## src/rtl/run_control_pkg.sv

```systemverilog
// rtl/run_control_pkg.sv - command and state encodings shared by the run controller
package run_control_pkg;

  typedef enum logic [1:0] {
    CMD_HALT = 2'd0,
    CMD_RUN  = 2'd1,
    CMD_STEP = 2'd2,
    CMD_PROG = 2'd3
  } cmd_op_e;

  typedef enum logic [2:0] {
    ST_HALT,
    ST_RUN,
    ST_STEP,
    ST_PROG,
    ST_PROG_EXIT
  } state_e;

endpackage

```

## src/rtl/run_control_tick_divider.sv

```systemverilog
// rtl/run_control_tick_divider.sv - rate divider producing the "core_ce due" pulse
module tick_divider #(
  parameter int DIV_W = 24
) (
  input  logic             clk,
  input  logic             rst,
  input  logic             restart,
  input  logic             en,
  input  logic [DIV_W-1:0] rate,
  output logic             tick
);

  logic [DIV_W-1:0] cnt;

  // >= rather than == so a rate lowered mid-run cannot strand the counter
  assign tick = en && (cnt >= rate);

  always_ff @(posedge clk or posedge rst) begin
    if (rst) begin
      cnt <= '0;
    end else if (restart) begin
      cnt <= '0;
    end else if (en) begin
      cnt <= tick ? '0 : cnt + DIV_W'(1);
    end
  end

endmodule

```

## src/rtl/run_control.sv

```systemverilog
// rtl/run_control.sv - halt/run/step/program controller for a soft core
module run_control
  import run_control_pkg::*;
#(
  parameter int ADDR_W = 8,
  parameter int DATA_W = 8,
  parameter int NUM_BP = 4,
  parameter int CNT_W  = 16,
  parameter int DIV_W  = 24,
  localparam int BP_IDX_W = (NUM_BP > 1) ? $clog2(NUM_BP) : 1
) (
  input  logic                     clk,
  input  logic                     rst,
  input  logic                     cmd_valid,
  output logic                     cmd_ready,
  input  logic [1:0]               cmd_op,
  input  logic [CNT_W-1:0]         cmd_arg,
  input  logic [DIV_W-1:0]         rate,
  input  logic [ADDR_W-1:0]        pc,
  input  logic [NUM_BP*ADDR_W-1:0] bp_addr,
  input  logic [NUM_BP-1:0]        bp_en,
  input  logic                     prog_we,
  input  logic [ADDR_W-1:0]        prog_addr,
  input  logic [DATA_W-1:0]        prog_data,
  output logic                     core_ce,
  output logic                     core_rst,
  output logic                     mem_we,
  output logic [ADDR_W-1:0]        mem_addr,
  output logic [DATA_W-1:0]        mem_wdata,
  output logic                     halted,
  output logic                     bp_hit,
  output logic [BP_IDX_W-1:0]      bp_idx,
  output logic [CNT_W-1:0]         cycle_count
);

  state_e               state, state_next;
  cmd_op_e              op;
  logic                 accept, active, restart, tick, bp_stop, skip;
  logic                 bp_match;
  logic [BP_IDX_W-1:0]  match_idx;
  logic [CNT_W-1:0]     steps_left;

  tick_divider #(.DIV_W(DIV_W)) u_div (
    .clk     (clk),
    .rst     (rst),
    .restart (restart),
    .en      (active),
    .rate    (rate),
    .tick    (tick)
  );

  // Scan downward so the lowest matching index is the one left standing
  always_comb begin
    bp_match  = 1'b0;
    match_idx = '0;
    for (int i = NUM_BP - 1; i >= 0; i--) begin
      if (bp_en[i] && (bp_addr[i*ADDR_W +: ADDR_W] == pc)) begin
        bp_match  = 1'b1;
        match_idx = BP_IDX_W'(i);
      end
    end
  end

  always_ff @(posedge clk or posedge rst) begin
    if (rst) state <= ST_HALT;
    else     state <= state_next;
  end

  always_comb begin
    op         = cmd_op_e'(cmd_op);
    cmd_ready  = (state != ST_PROG_EXIT);
    halted     = (state == ST_HALT);
    active     = (state == ST_RUN) || (state == ST_STEP);
    accept     = cmd_valid && cmd_ready;
    restart    = accept && ((op == CMD_RUN) || (op == CMD_STEP));
    state_next = state;
    core_ce    = 1'b0;
    bp_stop    = 1'b0;
    if (state == ST_PROG_EXIT) begin
      state_next = ST_HALT;
    end else if (accept) begin
      // A command always beats a pending pulse in the same cycle
      case (op)
        CMD_HALT: state_next = (state == ST_PROG) ? ST_PROG_EXIT : ST_HALT;
        CMD_RUN:  state_next = ST_RUN;
        CMD_STEP: state_next = (cmd_arg == '0) ? ST_HALT : ST_STEP;
        CMD_PROG: state_next = ST_PROG;
      endcase
    end else if (active && tick) begin
      if (bp_match && !skip) begin
        state_next = ST_HALT;
        bp_stop    = 1'b1;
      end else begin
        core_ce = 1'b1;
        if ((state == ST_STEP) && (steps_left == CNT_W'(1))) state_next = ST_HALT;
      end
    end
  end

  always_ff @(posedge clk or posedge rst) begin
    if (rst) begin
      core_rst    <= 1'b1;
      skip        <= 1'b0;
      steps_left  <= '0;
      bp_hit      <= 1'b0;
      bp_idx      <= '0;
      cycle_count <= '0;
      mem_we      <= 1'b0;
      mem_addr    <= '0;
      mem_wdata   <= '0;
    end else begin
      core_rst <= (state_next == ST_PROG) || (state_next == ST_PROG_EXIT);

      // Lets execution resume from the very address that stopped it
      if (restart)              skip <= 1'b1;
      else if (active && tick)  skip <= 1'b0;

      if (accept && (op == CMD_STEP))      steps_left <= cmd_arg;
      else if (core_ce && (state == ST_STEP)) steps_left <= steps_left - CNT_W'(1);

      if (accept && (op != CMD_HALT)) begin
        bp_hit <= 1'b0;
      end else if (bp_stop) begin
        bp_hit <= 1'b1;
        bp_idx <= match_idx;
      end

      if (accept && (op == CMD_PROG))           cycle_count <= '0;
      else if (core_ce && (cycle_count != '1))  cycle_count <= cycle_count + CNT_W'(1);

      mem_we <= (state == ST_PROG) && prog_we;
      if (state == ST_PROG) begin
        mem_addr  <= prog_addr;
        mem_wdata <= prog_data;
      end
    end
  end

endmodule

```

## config.mk

```make
export PLATFORM = sky130hd
export DESIGN_NAME = run_control
export DESIGN_NICKNAME = d
export VERILOG_FILES = /design/src/rtl/run_control_pkg.sv /design/src/rtl/run_control_tick_divider.sv /design/src/rtl/run_control.sv
export SDC_FILE = /design/constraint.sdc
export NUM_CORES = 1
export LEC_CHECK = 0
export BUFFER_PORTS_ARGS = -buffer_cell sky130_fd_sc_hd__buf_2
export CAP_MARGIN = 10
export CORE_UTILIZATION = 30
export CTS_CLUSTER_SIZE = 28
export DETAILED_ROUTE_END_ITERATION = 12
export SLEW_MARGIN = 15
export SYNTH_ARGS = -nofsm -noshare
export SYNTH_HDL_FRONTEND = slang
export SYNTH_SLANG_ARGS = --single-unit
```

## constraint.sdc

```tcl
create_clock -name clk -period 5.2 [get_ports clk]
set_clock_uncertainty 0.05 [all_clocks]
set_input_delay 0.52 -clock clk [delete_from_list [all_inputs] [get_ports clk]]
set_output_delay 0.52 -clock clk [all_outputs]
set_load 0.03 [all_outputs]
```

==> results.txt, run 1 <==
----------------------------------------------------
[Worst hold path]
  Hold Crit Class ... primary input to asynchronous set/reset pin

[Power and ir drop]
  Fraction of power consumed by combinational cells ... 24.6%
  Power Density ... between 200 and 300 nW/µm²
  Leakage power ... 3.08 nW
  Design internal power ... 1.23 mW
  Switching Share ... a little under a third
  Worst supply voltage drop on vdd ... ~0.15 mV
  Clock group share of total power ... approximately 33%
  Reported net switching power ... around 0.56 mW
  Sequential group share of total power ... 43.0%

[Synth]
  Count of mapped cells out of synthesis ... 555
  Post-synthesis instance area ... about 5100 µm²
  Most repeated cell in the gate-level netlist after synthesis ... sky130_fd_sc_hd__dfrtp_1
  Avg Cell Area, Syn ... around 9.2 µm²
  Area leader, netlist ... sky130_fd_sc_hd__dfrtp_1
  Number of flip-flops and latches in the synthesized netlist ... 81
  Part of the Yosys area used for sequential elements ... roughly two fifths
  Yosys warns ... 0
  Post-Synthesis Net Count ... 693
  Library cells used by synthesis ... 57
  Count of flip-flops with a built-in enable after synthesis ... 0
  Leading cell types by total area after synthesis ... sky130_fd_sc_hd__dfrtp_1 (39%), sky130_fd_sc_hd__xnor2_1 (9.4%), sky130_fd_sc_hd__ha_1 (7.8%), sky130_fd_sc_hd__nand2_1 (4.8%), sky130_fd_sc_hd__nor2_1 (4.3%)
  Most frequent cells after synthesis ... sky130_fd_sc_hd__dfrtp_1 (80), sky130_fd_sc_hd__nand2_1 (66), sky130_fd_sc_hd__nor2_1 (58), sky130_fd_sc_hd__xnor2_1 (55), sky130_fd_sc_hd__inv_1 (35)
  Primary FF master, synth ... sky130_fd_sc_hd__dfrtp_1
  Asr flop ratio synth ... 100%
  Top-area cell type share of the netlist area ... between 30 and 40%

[Critical path]
  Crit path max-delay cell type ... sky130_fd_sc_hd__nor4_1
  Crit Reg-Reg Endpoint ... cycle_count[14]
  Capturing element type of the critical path ... primary output
  Number of buffers and inverters on the critical path ... 1
  Worst reg2reg setup slack ... 2180 ps
  CP arrival ... roughly 3000 ps
  CP peak stage delay ... 480 ps
  Required time at the endpoint of the critical path ... around 4600 ps
  Setup crit start ... u_div.cnt[21]
  Count of cells along the worst register-to-register path ... 9
  Critical path depth ... 8
  Gate family responsible for the most delay along the worst path ... simple AND/OR/NAND/NOR gates
  Worst Setup Start Kind ... flip-flop
  Cell Chain, Critical Path ... ha_1, nand4_1, nor4_1, nand2_1, o21ai_2, o21ai_0, nor3b_1, buf_2
  Worst Path Class, Setup ... flip-flop to primary output
  Origin of the critical flop-to-flop path ... u_div.cnt[21]
  CP max FO ... 6
  Capture point of the critical path ... core_ce

[Place]
  Count of input and output buffers ... ~150
  Routability cong. ... 0.737
  Placed instance area ... just over 6000 µm²
  Worst slack, placed ... 1880 ps
  Sum of net half-perimeters after detailed placement ... about 9.7 mm

[Final layout]
  Layout cells sized above 1 ... 27.8%
  Count of inserted antenna diode cells ... 0
  Layout overhead on the synthesized area ... 23.5%
  Filler Cells Inserted ... approximately 1700
  Layout Nets ... 830
  Finished layout cell area ... 6310 µm²

[Route]
  Total iterations of the first detailed-routing run ... 4
  Routed wire length ... 12.6 mm
  Vias/cell ... 4.70
  Number of DRC violations after detailed routing ... 0
  Routed len/inst ... 13.7 µm
  Routed via count ... roughly 4300
  Number of antenna-violating nets in the routed design ... 0
  Drt first-iter violations ... 122

[Floorplan]
  Die H ... 133 µm
  Core footprint ... 16600 µm²
  Starting Density ... 30.8%
  Die area ... 17600 µm²
  Num ports ... 146
  Std cell rows ... 47
  Die width ... 133 µm

[Clock network]
  Root buffer selected by CTS ... sky130_fd_sc_hd__clkbuf_16
  Post-CTS Hold Buffers ... 0
  Num Clock Sinks ... 81
  Register clock-pin slew on the reported worst setup and hold paths ... 60 ps
  Number of levels in the clock H-tree ... 3
  Longest Clk Path Bufs ... 2
  Clock tree from TritonCTS ... built
  Number of buffers added by the clock tree synthesis step ... 9
  Latest clock arrival within the worst-skew pair ... approximately 340 ps
  Setup Fix Bufs, Post-CTS ... 0
  Number of gates given a new drive strength after cts ... 0

[Global route]
  Largest net degree at the start of global routing ... slightly below 60
  Overall Global Routing Usage ... 15.1%
  First-pass GRT wire length ... 20.8 mm
  Number of antenna violations at the first check in global routing ... 0
  Via count of the first global-routing pass ... around 4200
  Global route total overflow ... 0

[Timing]
  Unrepaired setup endpoints after global routing ... no
  Slew @ Worst Pin ... around 770 ps
  Peak Freq ... around 290 MHz
  Total setup violations reported at the end of the flow ... 0
  Max_slew headroom ... between 40% and 50%
  Final-report hold violation count ... 0
  Post-layout worst setup margin ... 1710 ps
  Post-layout minimum cycle time ... about 3500 ps
  Period utilisation layout ... 67.2%
  Setup TNS Final ... 0 ps
  Final Max Slew Viols ... 0

[Outcome]
  Status ... finished, final reports clean

[Flow run]
  # Max-Cap Violations ... 0

----------------------------------------------------
## cell type report
type,count,area (µm²),area share [%]
flip-flops and latches,81,2030,32.1
clock buffers,15,258,4.08
inverters,35,133,2.10
repair buffers,147,741,11.7
multi-input cells,418,2870,45.5
well taps,220,275,4.36
clock inverters,1,5.00,0.0793
## metrics by stage
step	hold slack, ps	total power [mW]	utilization [%]	cells
after floorplan	411	1.08	-	555
after global placement	428	1.22	36.5	901
after detailed placement	437	1.23	36.5	901
after CTS	119	1.82	38.0	917
after global routing	147	1.89	38.0	917
final	112	1.79	38.0	917
## worst reg2reg max path, stage by stage, from the launching register on
cell and delay, ps:
sky130_fd_sc_hd__dfrtp_1 430, sky130_fd_sc_hd__ha_1 320, sky130_fd_sc_hd__nand4_1 120, sky130_fd_sc_hd__nor4_1 480
sky130_fd_sc_hd__nand2_1 130, sky130_fd_sc_hd__o21ai_2 230, sky130_fd_sc_hd__o21ai_0 260, sky130_fd_sc_hd__nor2_2 440
sky130_fd_sc_hd__nand4_1 160, sky130_fd_sc_hd__mux2_2 290
## power by group through the flow
stage               logic [mW]  registers [mW]  clock network [mW]
finish                   0.441           0.771               0.583
global route             0.489           0.784               0.621
floorplan                0.216           0.868                   0
detailed placement       0.448           0.781                   0
global placement         0.443           0.781                   0
CTS                      0.448           0.771               0.606
## cells by family (layout without fill, tap and decap cells)
group	after synthesis	in the layout	synth area share, %
mux	24	24	5.17
buf+inv	56	198	4.16
flops	81	81	39.7
fa+ha+maj	32	32	7.83
simple gates	225	225	22.2
compound gates	67	67	8.96
xor+xnor	70	70	12.0
## worst min path at each step
| stage | startpoint | endpoint | slack (ps) |
|---|---|---|---|
| 2_1_floorplan | steps_left[5] | steps_left[5] | 410 |
| 3_3_place_gp | bp_idx[1] | bp_idx[1] | 430 |
| 3_5_place_dp | mem_addr[2] | mem_addr[2] | 440 |
| 4_1_cts | rst | cycle_count[1] | 120 |
| 5_1_grt | rst | cycle_count[1] | 150 |
| 6_report | rst | cycle_count[1] | 110 |
## routing by layer
| layer | GRT usage (%) | vias to the layer above | share of wire (%) |
|---|---|---|---|
| li1 | - | 2180 | - |
| met1 | 19.7 | 2003 | 47 |
| met2 | 24.6 | 114 | 46 |
| met3 | 2.41 | 12 | 5.3 |
| met4 | 6.90 | 0 | 1.9 |
| met5 | 0 | - | 0 |
## layout by cell type (no fill, tap or decap), drive strengths merged, types with 3 or more instances in the layout
master / instances
a21oi: 21
a221o: 7
a31oi: 3
and2: 5
and3: 8
and4: 3
buf: 147
clkbuf: 15
dfrtp: 80
ha: 32
inv: 34
mux2: 19
mux2i: 5
nand2: 66
nand2b: 4
nand3: 17
nand4: 15
nor2: 60
nor2b: 4
nor3: 16
nor4: 15
o21ai: 17
or3: 3
xnor2: 55
xor2: 15
## state kept, by name (all words and copies together), names as in the netlist
name	flops
u_div.cnt	24
cycle_count	16
steps_left	16
mem_addr	8
mem_wdata	8
state	3
bp_idx	2
bp_hit	1
core_rst	1
mem_we	1
skip	1
No activity file was read; power rests on OpenSTA's default activity.
==> inputs of run 2 (changes only) <==
--- a/config.mk
+++ b/config.mk
@@ -5,6 +5,7 @@
 export SDC_FILE = /design/constraint.sdc
 export NUM_CORES = 1
 export LEC_CHECK = 0
+export ABC_AREA = 1
 export BUFFER_PORTS_ARGS = -buffer_cell sky130_fd_sc_hd__buf_2
 export CAP_MARGIN = 10
 export CORE_UTILIZATION = 30
==> constraint.sdc (replaced) <==
create_clock -name clk -period 3.6 [get_ports clk]
set_clock_uncertainty 0.05 [all_clocks]
set_input_delay 0.36 -clock clk [delete_from_list [all_inputs] [get_ports clk]]
set_output_delay 0.36 -clock clk [all_outputs]
set_load 0.03 [all_outputs]
==> run 2 against run 1 <==
Net effect:
- core utilization fell by 0.15 points
- sequential cell count did not move
- cell area rose by 14%
- first-iteration DRC count rose by 110%
- synthesized cell count rose by 50%
- wire length rose by 18%
- area after synthesis rose by 15%
- clock power rose by 52%
==> results.txt, run 2 <==
----------------------------------------------------
[Outcome]
  Status ... finished, final reports clean

[Synth]
  Top-area cell type share of the netlist area ... 34.0% (-5.2 points)
  Post-synthesis instance area ... 5890 µm² (+15%)
  Part of the Yosys area used for sequential elements ... 34.4% (-5.2 points)
  Number of flip-flops and latches in the synthesized netlist ... 81 (unchanged)
  Primary FF master, synth ... sky130_fd_sc_hd__dfrtp_1
  Library cells used by synthesis ... 40 (-30%)
  Asr flop ratio synth ... 100% (unchanged)
  Most frequent cells after synthesis ... sky130_fd_sc_hd__nand2_1 (257), sky130_fd_sc_hd__inv_1 (115), sky130_fd_sc_hd__nand3_1 (83), sky130_fd_sc_hd__dfrtp_1 (80), sky130_fd_sc_hd__nor2_1 (78)
  Area leader, netlist ... sky130_fd_sc_hd__dfrtp_1
  Avg Cell Area, Syn ... 7.06 µm² (-23%)
  Most repeated cell in the gate-level netlist after synthesis ... sky130_fd_sc_hd__nand2_1
  Post-Synthesis Net Count ... 972 (+40%)
  Count of mapped cells out of synthesis ... 834 (+50%)
  Yosys warns ... 0 (unchanged)
  Leading cell types by total area after synthesis ... sky130_fd_sc_hd__dfrtp_1 (34%), sky130_fd_sc_hd__nand2_1 (16%), sky130_fd_sc_hd__inv_1 (7.3%), sky130_fd_sc_hd__nand3_1 (7.1%), sky130_fd_sc_hd__ha_1 (6.8%)
  Count of flip-flops with a built-in enable after synthesis ... 0 (unchanged)

[Final layout]
  Layout overhead on the synthesized area ... 22.0%
  Commonest cells after routing, fill and taps aside ... sky130_fd_sc_hd__nand2_1 (257), sky130_fd_sc_hd__buf_2 (145), sky130_fd_sc_hd__inv_1 (114)
  Layout Nets ... 1119 (+35%)
  Biggest register ... u_div.cnt
  Most frequent standard cell in the layout excluding fill and tap cells ... sky130_fd_sc_hd__nand2_1
  Count of inserted antenna diode cells ... 0 (unchanged)
  Final core utilization ... 37.9% (-0.15 points)
  Leading registers by flop count ... u_div.cnt x24, cycle_count x16, steps_left x16
  Layout cells sized above 1 ... 21.1% (-6.7 points)
  Number of flip-flops in the largest register ... 24 (unchanged)

[Global route]
  Global route total overflow ... 0 (unchanged)
  Overall Global Routing Usage ... 15.5% (+0.42 points)
  Via count of the first global-routing pass ... 5211 (+23%)
  Met2 Usage GRT ... 24.7% (+0.071 points)
  Met1 track demand over resource ... 21.3% (+1.6 points)
  Most used routing layer in global routing ... met2
  Largest net degree at the start of global routing ... 38 (-34%)
  GR met3 Demand/Resource ... 3.53% (+1.1 points)
  First-pass GRT wire length ... 24.9 mm (+20%)
  Number of antenna violations at the first check in global routing ... 2 (+2)

[Critical path]
  CP peak stage delay ... 440 ps (-40 ps)
  Cell Chain, Critical Path ... ha_1, nand2_1, nor2_2, nand2_2, nor2_4, nand2_2, nor2_4, nand2_2, nand2_2, nand2_4, nor3_4, buf_4, buf_2
  Crit path max-delay cell type ... sky130_fd_sc_hd__dfrtp_1
  Dominant cell type by count on the critical path ... sky130_fd_sc_hd__nand2_2
  Worst Path Class, Setup ... flip-flop to primary output
  Worst Setup Start Kind ... flip-flop
  Required time at the endpoint of the critical path ... 3190 ps (-1440 ps)
  Capturing element type of the critical path ... primary output
  CP max FO ... 16 (+10)
  CP arrival ... 2510 ps (-410 ps)

[Clock network]
  Latest clock arrival within the worst-skew pair ... 340 ps (about the same)
  Number of buffers added by the clock tree synthesis step ... 9 (unchanged)
  Num Clock Sinks ... 81 (unchanged)
  Clock tree from TritonCTS ... built
  Root buffer selected by CTS ... sky130_fd_sc_hd__clkbuf_16
  Longest Clk Path Bufs ... 2 (unchanged)
  Number of gates given a new drive strength after cts ... 0 (unchanged)
  Register clock-pin slew on the reported worst setup and hold paths ... 70 ps (about the same)
  Post-CTS Hold Buffers ... 0 (unchanged)
  Setup Fix Bufs, Post-CTS ... 0 (unchanged)
  Number of levels in the clock H-tree ... 3 (unchanged)

[Power and ir drop]
  Worst supply voltage drop on vdd ... 0.311 mV (+100%)
  Power Density ... 419 nW/µm² (+47%)
  Clock group share of total power ... 29.4% (-3.1 points)
  Fraction of power consumed by combinational cells ... 30.4% (+5.8 points)
  Switching Share ... 37.9% (+6.6 points)
  Sequential group share of total power ... 40.2% (-2.8 points)
  Design internal power ... 1.87 mW (+51%)
  Reported net switching power ... 1.14 mW (+100%)
  Leakage power ... 3.96 nW (+28%)

[Floorplan]
  Die H ... 142 µm (+7.2%)
  Starting Density ... 31.1% (+0.25 points)
  Std cell rows ... 50 (+6.4%)
  Die width ... 142 µm (+7.2%)
  Core footprint ... 19000 µm² (+14%)
  Num ports ... 146 (unchanged)
  Die area ... 20200 µm² (+15%)

[Route]
  Vias/cell ... 4.43 (-5.7%)
  Number of DRC violations after detailed routing ... 0 (unchanged)
  Drt first-iter violations ... 262 (+110%)
  Routed via count ... 5521 (+28%)
  Routed len/inst ... 11.9 µm (-13%)
  Routed wire length ... 14.9 mm (+18%)
  Number of antenna-violating nets in the routed design ... 0 (unchanged)
  Total iterations of the first detailed-routing run ... 4 (unchanged)

[Timing]
  Period utilisation layout ... between 80% and 90%
  Final-report hold violation count ... 0 (unchanged)
  Total setup violations reported at the end of the flow ... 0 (unchanged)
  Final Max Slew Viols ... 0 (unchanged)
  Max_slew headroom ... 47.0% (-1.3 points)
  Post-layout minimum cycle time ... between 2000 and 3000 ps
  Setup TNS Final ... 0 ps (unchanged)
  Slew @ Worst Pin ... 793 ps (+18.9 ps)
  Unrepaired setup endpoints after global routing ... no
  Peak Freq ... between 300 and 400 MHz

[Place]
  Sum of net half-perimeters after detailed placement ... 11.7 mm (+21%)
  Count of input and output buffers ... 145 (unchanged)
  Routability cong. ... 0.843 (+14%)

[Flow run]
  # Max-Cap Violations ... 0 (unchanged)

[Worst hold path]
  Hold Crit Class ... primary input to asynchronous set/reset pin

----------------------------------------------------
## run 2: final cells by class
type | instances | area, µm²
clock buffer | 9 | 225
clock inverter | 7 | 55.1
fill | 2053 | 11800
inverter | 120 | 452
multi-input combinational | 617 | 3320
sequential | 81 | 2030
tap | 260 | 325
timing repair buffer | 152 | 778
## run 2: worst paths after layout
check	endpoint	start	depth (start not counted)	slack, ps
max	core_ce	u_div.cnt[19]	13	680
min	cycle_count[9]	rst	2	30
min in group clk	mem_wdata[3]	prog_data[3]	3	160
max in group asynchronous	mem_wdata[5]	rst	3	2700
max reg2reg	u_div.cnt[16]	u_div.cnt[19]	12	960
min reg2reg	mem_addr[0]	mem_addr[0]	2	410
## run 2: worst max-delay path, delay by kind of cell (launching register included)
| kind | cells | cell delay [ps] |
|---|---|---|
| simple gates | 10 | 940 |
| buf+inv | 2 | 470 |
| flops | 1 | 440 |
| fa+ha+maj | 1 | 320 |
## run 2: cell families (layout without fill, tap and decap cells)
kind of cell	Yosys count	count (layout)	synth area share, %
compound gates	48	48	4.63
xor+xnor	40	40	5.95
fa+ha+maj	32	32	6.80
buf+inv	136	288	9.20
flops	81	81	34.4
simple gates	497	497	39.0
## run 2: per-stage QoR
stage	setup slack (ps)	instance area [µm²]	hold WS [ps]	std cells	power, mW
finish	678	7180	32.5	1246	3.01
global route	510	7180	79.0	1246	3.23
CTS	634	7180	46.9	1246	3.05
detailed placement	867	6900	403	1230	2.15
global placement	937	6900	400	1230	2.13
floorplan	1110	5890	416	834	1.85
## run 2: power groups by stage
stage	registers (mW)	clock network [mW]	logic (mW)
finish	1.21	0.884	0.916
global route	1.24	0.952	1.04
CTS	1.21	0.917	0.930
detailed placement	1.22	0	0.924
global placement	1.22	0	0.914
floorplan	1.37	0	0.480
## run 2: metal layers
metal | share of wire (%) | vias to the layer above
li1 | - | 2946
met1 | 50 | 2436
met2 | 44 | 122
met3 | 5.0 | 13
met4 | 0.83 | 4
met5 | 0.16 | -
==> inputs of run 3 (changes only) <==
==> constraint.sdc (replaced) <==
create_clock -name clk -period 2.35 [get_ports clk]
set_clock_uncertainty 0.05 [all_clocks]
set_input_delay 0.235 -clock clk [delete_from_list [all_inputs] [get_ports clk]]
set_output_delay 0.235 -clock clk [all_outputs]
set_load 0.03 [all_outputs]
==> run 3 against run 2 <==
Net effect:
- the run now ends with setup timing left
- worst setup slack lost 800 ps
- die area is the same
- sequential cell count is the same
- critical endpoint unchanged
- register-to-register slack lost 940 ps
- highest routed layer unchanged
- sequential power grew 54%
- combinational power grew 60%
- core utilization grew 3.6 points
- clock-buffer cell count grew 4
- final cell count grew 3.5%
- largest cell class unchanged
- critical path depth shrank 1
- global-route usage grew 0.22 points
==> results.txt, run 3 (synthesis results as in run 2) <==
----------------------------------------------------
[Outcome]
  Status ... finished, violations left
  Violations in the final reports ... setup timing

[Timing]
  Slew @ Worst Pin ... 711 ps (-81.4 ps)
  Worst-case hold slack ... 34.4 ps (+1.90 ps)
  Post-layout minimum cycle time ... 2470 ps
  Period utilisation layout ... 105%
  Post-layout worst setup margin ... -119 ps (-797 ps)
  Unrepaired setup endpoints after global routing ... yes
  Max_slew headroom ... 52.6% (+5.6 points)
  Final Max Slew Viols ... 0 (unchanged)
  Total setup violations reported at the end of the flow ... 1 (+1)
  Peak Freq ... 405 MHz
  Final-report hold violation count ... 0 (unchanged)

[Final layout]
  Layout Nets ... 1162 (+3.8%)
  Most frequent standard cell in the layout excluding fill and tap cells ... sky130_fd_sc_hd__nand2_1
  Filler Cells Inserted ... 1969 (-4.1%)
  Finished layout cell area ... 7860 µm² (+9.5%)
  Biggest register ... u_div.cnt
  Commonest cells after routing, fill and taps aside ... sky130_fd_sc_hd__nand2_1 (253), sky130_fd_sc_hd__buf_2 (144), sky130_fd_sc_hd__inv_1 (113)
  Count of inserted antenna diode cells ... 0 (unchanged)
  Layout cells sized above 1 ... 28.3% (+7.2 points)
  Number of flip-flops in the largest register ... 24 (unchanged)
  Leading registers by flop count ... u_div.cnt x24, cycle_count x16, steps_left x16
  Layout overhead on the synthesized area ... 33.5%

[Global route]
  First-pass GRT wire length ... 25.3 mm (+1.5%)
  Number of antenna violations at the first check in global routing ... 1 (-1)
  Global route total overflow ... 0 (unchanged)
  Via count of the first global-routing pass ... 5179 (-0.61%)
  Largest net degree at the start of global routing ... 55 (+45%)
  Overall Global Routing Usage ... 15.8% (+0.22 points)

[Clock network]
  Number of buffers added by the clock tree synthesis step ... 9 (unchanged)
  Root buffer selected by CTS ... sky130_fd_sc_hd__clkbuf_16
  Latest clock arrival within the worst-skew pair ... 340 ps (about the same)
  Clock tree from TritonCTS ... built
  Longest Clk Path Bufs ... 2 (unchanged)
  Number of levels in the clock H-tree ... 3 (unchanged)
  Register clock-pin slew on the reported worst setup and hold paths ... 60 ps (about the same)
  Num Clock Sinks ... 81 (unchanged)

[Route]
  Vias/cell ... 4.43 (about the same)
  Total iterations of the first detailed-routing run ... 4 (unchanged)
  Routed wire length ... 15.8 mm (+6.1%)
  Number of DRC violations after detailed routing ... 0 (unchanged)
  Drt first-iter violations ... 212 (-19%)
  Number of antenna-violating nets in the routed design ... 0 (unchanged)
  Routed len/inst ... 12.2 µm (+2.5%)
  Routed via count ... 5706 (+3.4%)

[Power and ir drop]
  Reported net switching power ... 1.75 mW (+53%)
  Clock group share of total power ... 31.2% (+1.8 points)
  Power Density ... 615 nW/µm² (+47%)
  Design internal power ... 3.09 mW (+65%)
  Sequential group share of total power ... 38.4% (-1.8 points)
  Switching Share ... 36.2% (-1.8 points)
  Worst supply voltage drop on vdd ... 0.386 mV (+24%)
  Leakage power ... 4.26 nW (+7.6%)
  Fraction of power consumed by combinational cells ... 30.3% (about the same)
  Post-layout power ... 4.83 mW (+61%)

[Floorplan]
  Starting Density ... 31.1% (unchanged)
  Die area ... 20200 µm² (unchanged)
  Num ports ... 146 (unchanged)
  Core footprint ... 19000 µm² (unchanged)
  Std cell rows ... 50 (unchanged)
  Die H ... 142 µm (unchanged)
  Die width ... 142 µm (unchanged)

[Critical path]
  Worst Path Class, Setup ... flip-flop to primary output
  Gate family responsible for the most delay along the worst path ... simple AND/OR/NAND/NOR gates
  Cell Chain, Critical Path ... ha_4, nand2_4, nor2_4, nand2_2, nor2_4, nand2_1, nand2_1, nor2_4, nand2_4, nand2_4, nor3_4, buf_6
  CP arrival ... 2180 ps (-330 ps)
  CP max FO ... 3 (-13)
  Required time at the endpoint of the critical path ... 2070 ps (-1120 ps)
  Worst Setup Start Kind ... flip-flop
  Crit path max-delay cell type ... sky130_fd_sc_hd__dfrtp_1
  Capturing element type of the critical path ... primary output
  CP peak stage delay ... 420 ps (-20 ps)
  Number of buffers and inverters on the critical path ... 1 (-1)

[Place]
  Count of input and output buffers ... 145 (unchanged)
  Worst slack, placed ... -63.3 ps (-930 ps)
  Routability cong. ... 0.835 (-0.96%)
  Placed instance area ... 7110 µm² (+3.0%)
  Sum of net half-perimeters after detailed placement ... 12.0 mm (+2.6%)

[Worst hold path]
  Hold Crit Class ... primary input to flip-flop

[Flow run]
  # Max-Cap Violations ... 0 (unchanged)

----------------------------------------------------
==> run 3: cell count changes in the layout (fill, tap and decap cells not counted), sizes merged <==
cell	delta
buf	+42
clkinv	-5
clkbuf	+4
clkinvlp	+2
inv	-2
bufinv	+1
dlygate4sd3	+1
==> run 3: worst min-delay path: cells and delay by family <==
family / cells / cell delay [ps]
buffers and inverters: 1 / 70
and+or+nand+nor: 2 / 90
==> run 3: final cells by class <==
class / count / area [µm²] / share of cell area, %
Multi-Input combinational cell: 617 / 3600 / 45.8
Sequential cell: 81 / 2030 / 25.8
Timing Repair Buffer: 195 / 1140 / 14.5
Inverter: 120 / 458 / 5.82
Tap cell: 260 / 325 / 4.14
Clock buffer: 13 / 270 / 3.44
Clock inverter: 3 / 46.3 / 0.589
==> run 3: power by group through the flow <==
stage | Clock [mW] | Combinational [mW] | Sequential (mW)
2_1_floorplan | 0 | 0.736 | 2.10
3_3_place_gp | 0 | 1.42 | 1.87
3_5_place_dp | 0 | 1.44 | 1.87
4_1_cts | 1.55 | 1.45 | 1.85
5_1_grt | 1.61 | 1.65 | 1.90
6_report | 1.51 | 1.47 | 1.86
==> run 3: worst paths after layout <==
kind,from,to,slack (ps),depth (start not counted)
worst max register to register,u_div.cnt[18],cycle_count[1],20,14
worst max-delay path,u_div.cnt[18],core_ce,-120,12
worst min register to register,mem_addr[5],mem_addr[5],410,2
max in group asynchronous,rst,steps_left[8],1150,4
worst min-delay path,prog_addr[4],mem_addr[4],30,3
min in group asynchronous,rst,u_div.cnt[21],480,4
==> run 3: what timing repair did <==
item | 4_1_cts | 5_1_grt
endpoints found under the setup margin | 9 | 37
hold buffers | 1 | 0
hold endpoints to repair | 26 | 0
pin swaps | 9 | 23
setup buffers | 8 | 7
resized for setup | 10 | 46
==> run 3: through the flow <==
stage	utilization, %	setup TNS, ps	instances
final	41.5	-119	1289
after CTS	39.9	-219	1282
after floorplan	-	0	834
after global routing	41.5	-2830	1289
after global placement	37.5	0	1257
after detailed placement	37.5	-429	1257
==> run 3: routing by layer <==
| layer | GRT usage, % | vias up | routed length [µm] |
|---|---|---|---|
| li1 | - | 3031 | - |
| met4 | 3.40 | 2 | 127 |
| met2 | 25.8 | 120 | 7410 |
| met3 | 3.23 | 11 | 751 |
| met5 | 0 | - | 13 |
| met1 | 21.3 | 2542 | 7450 |
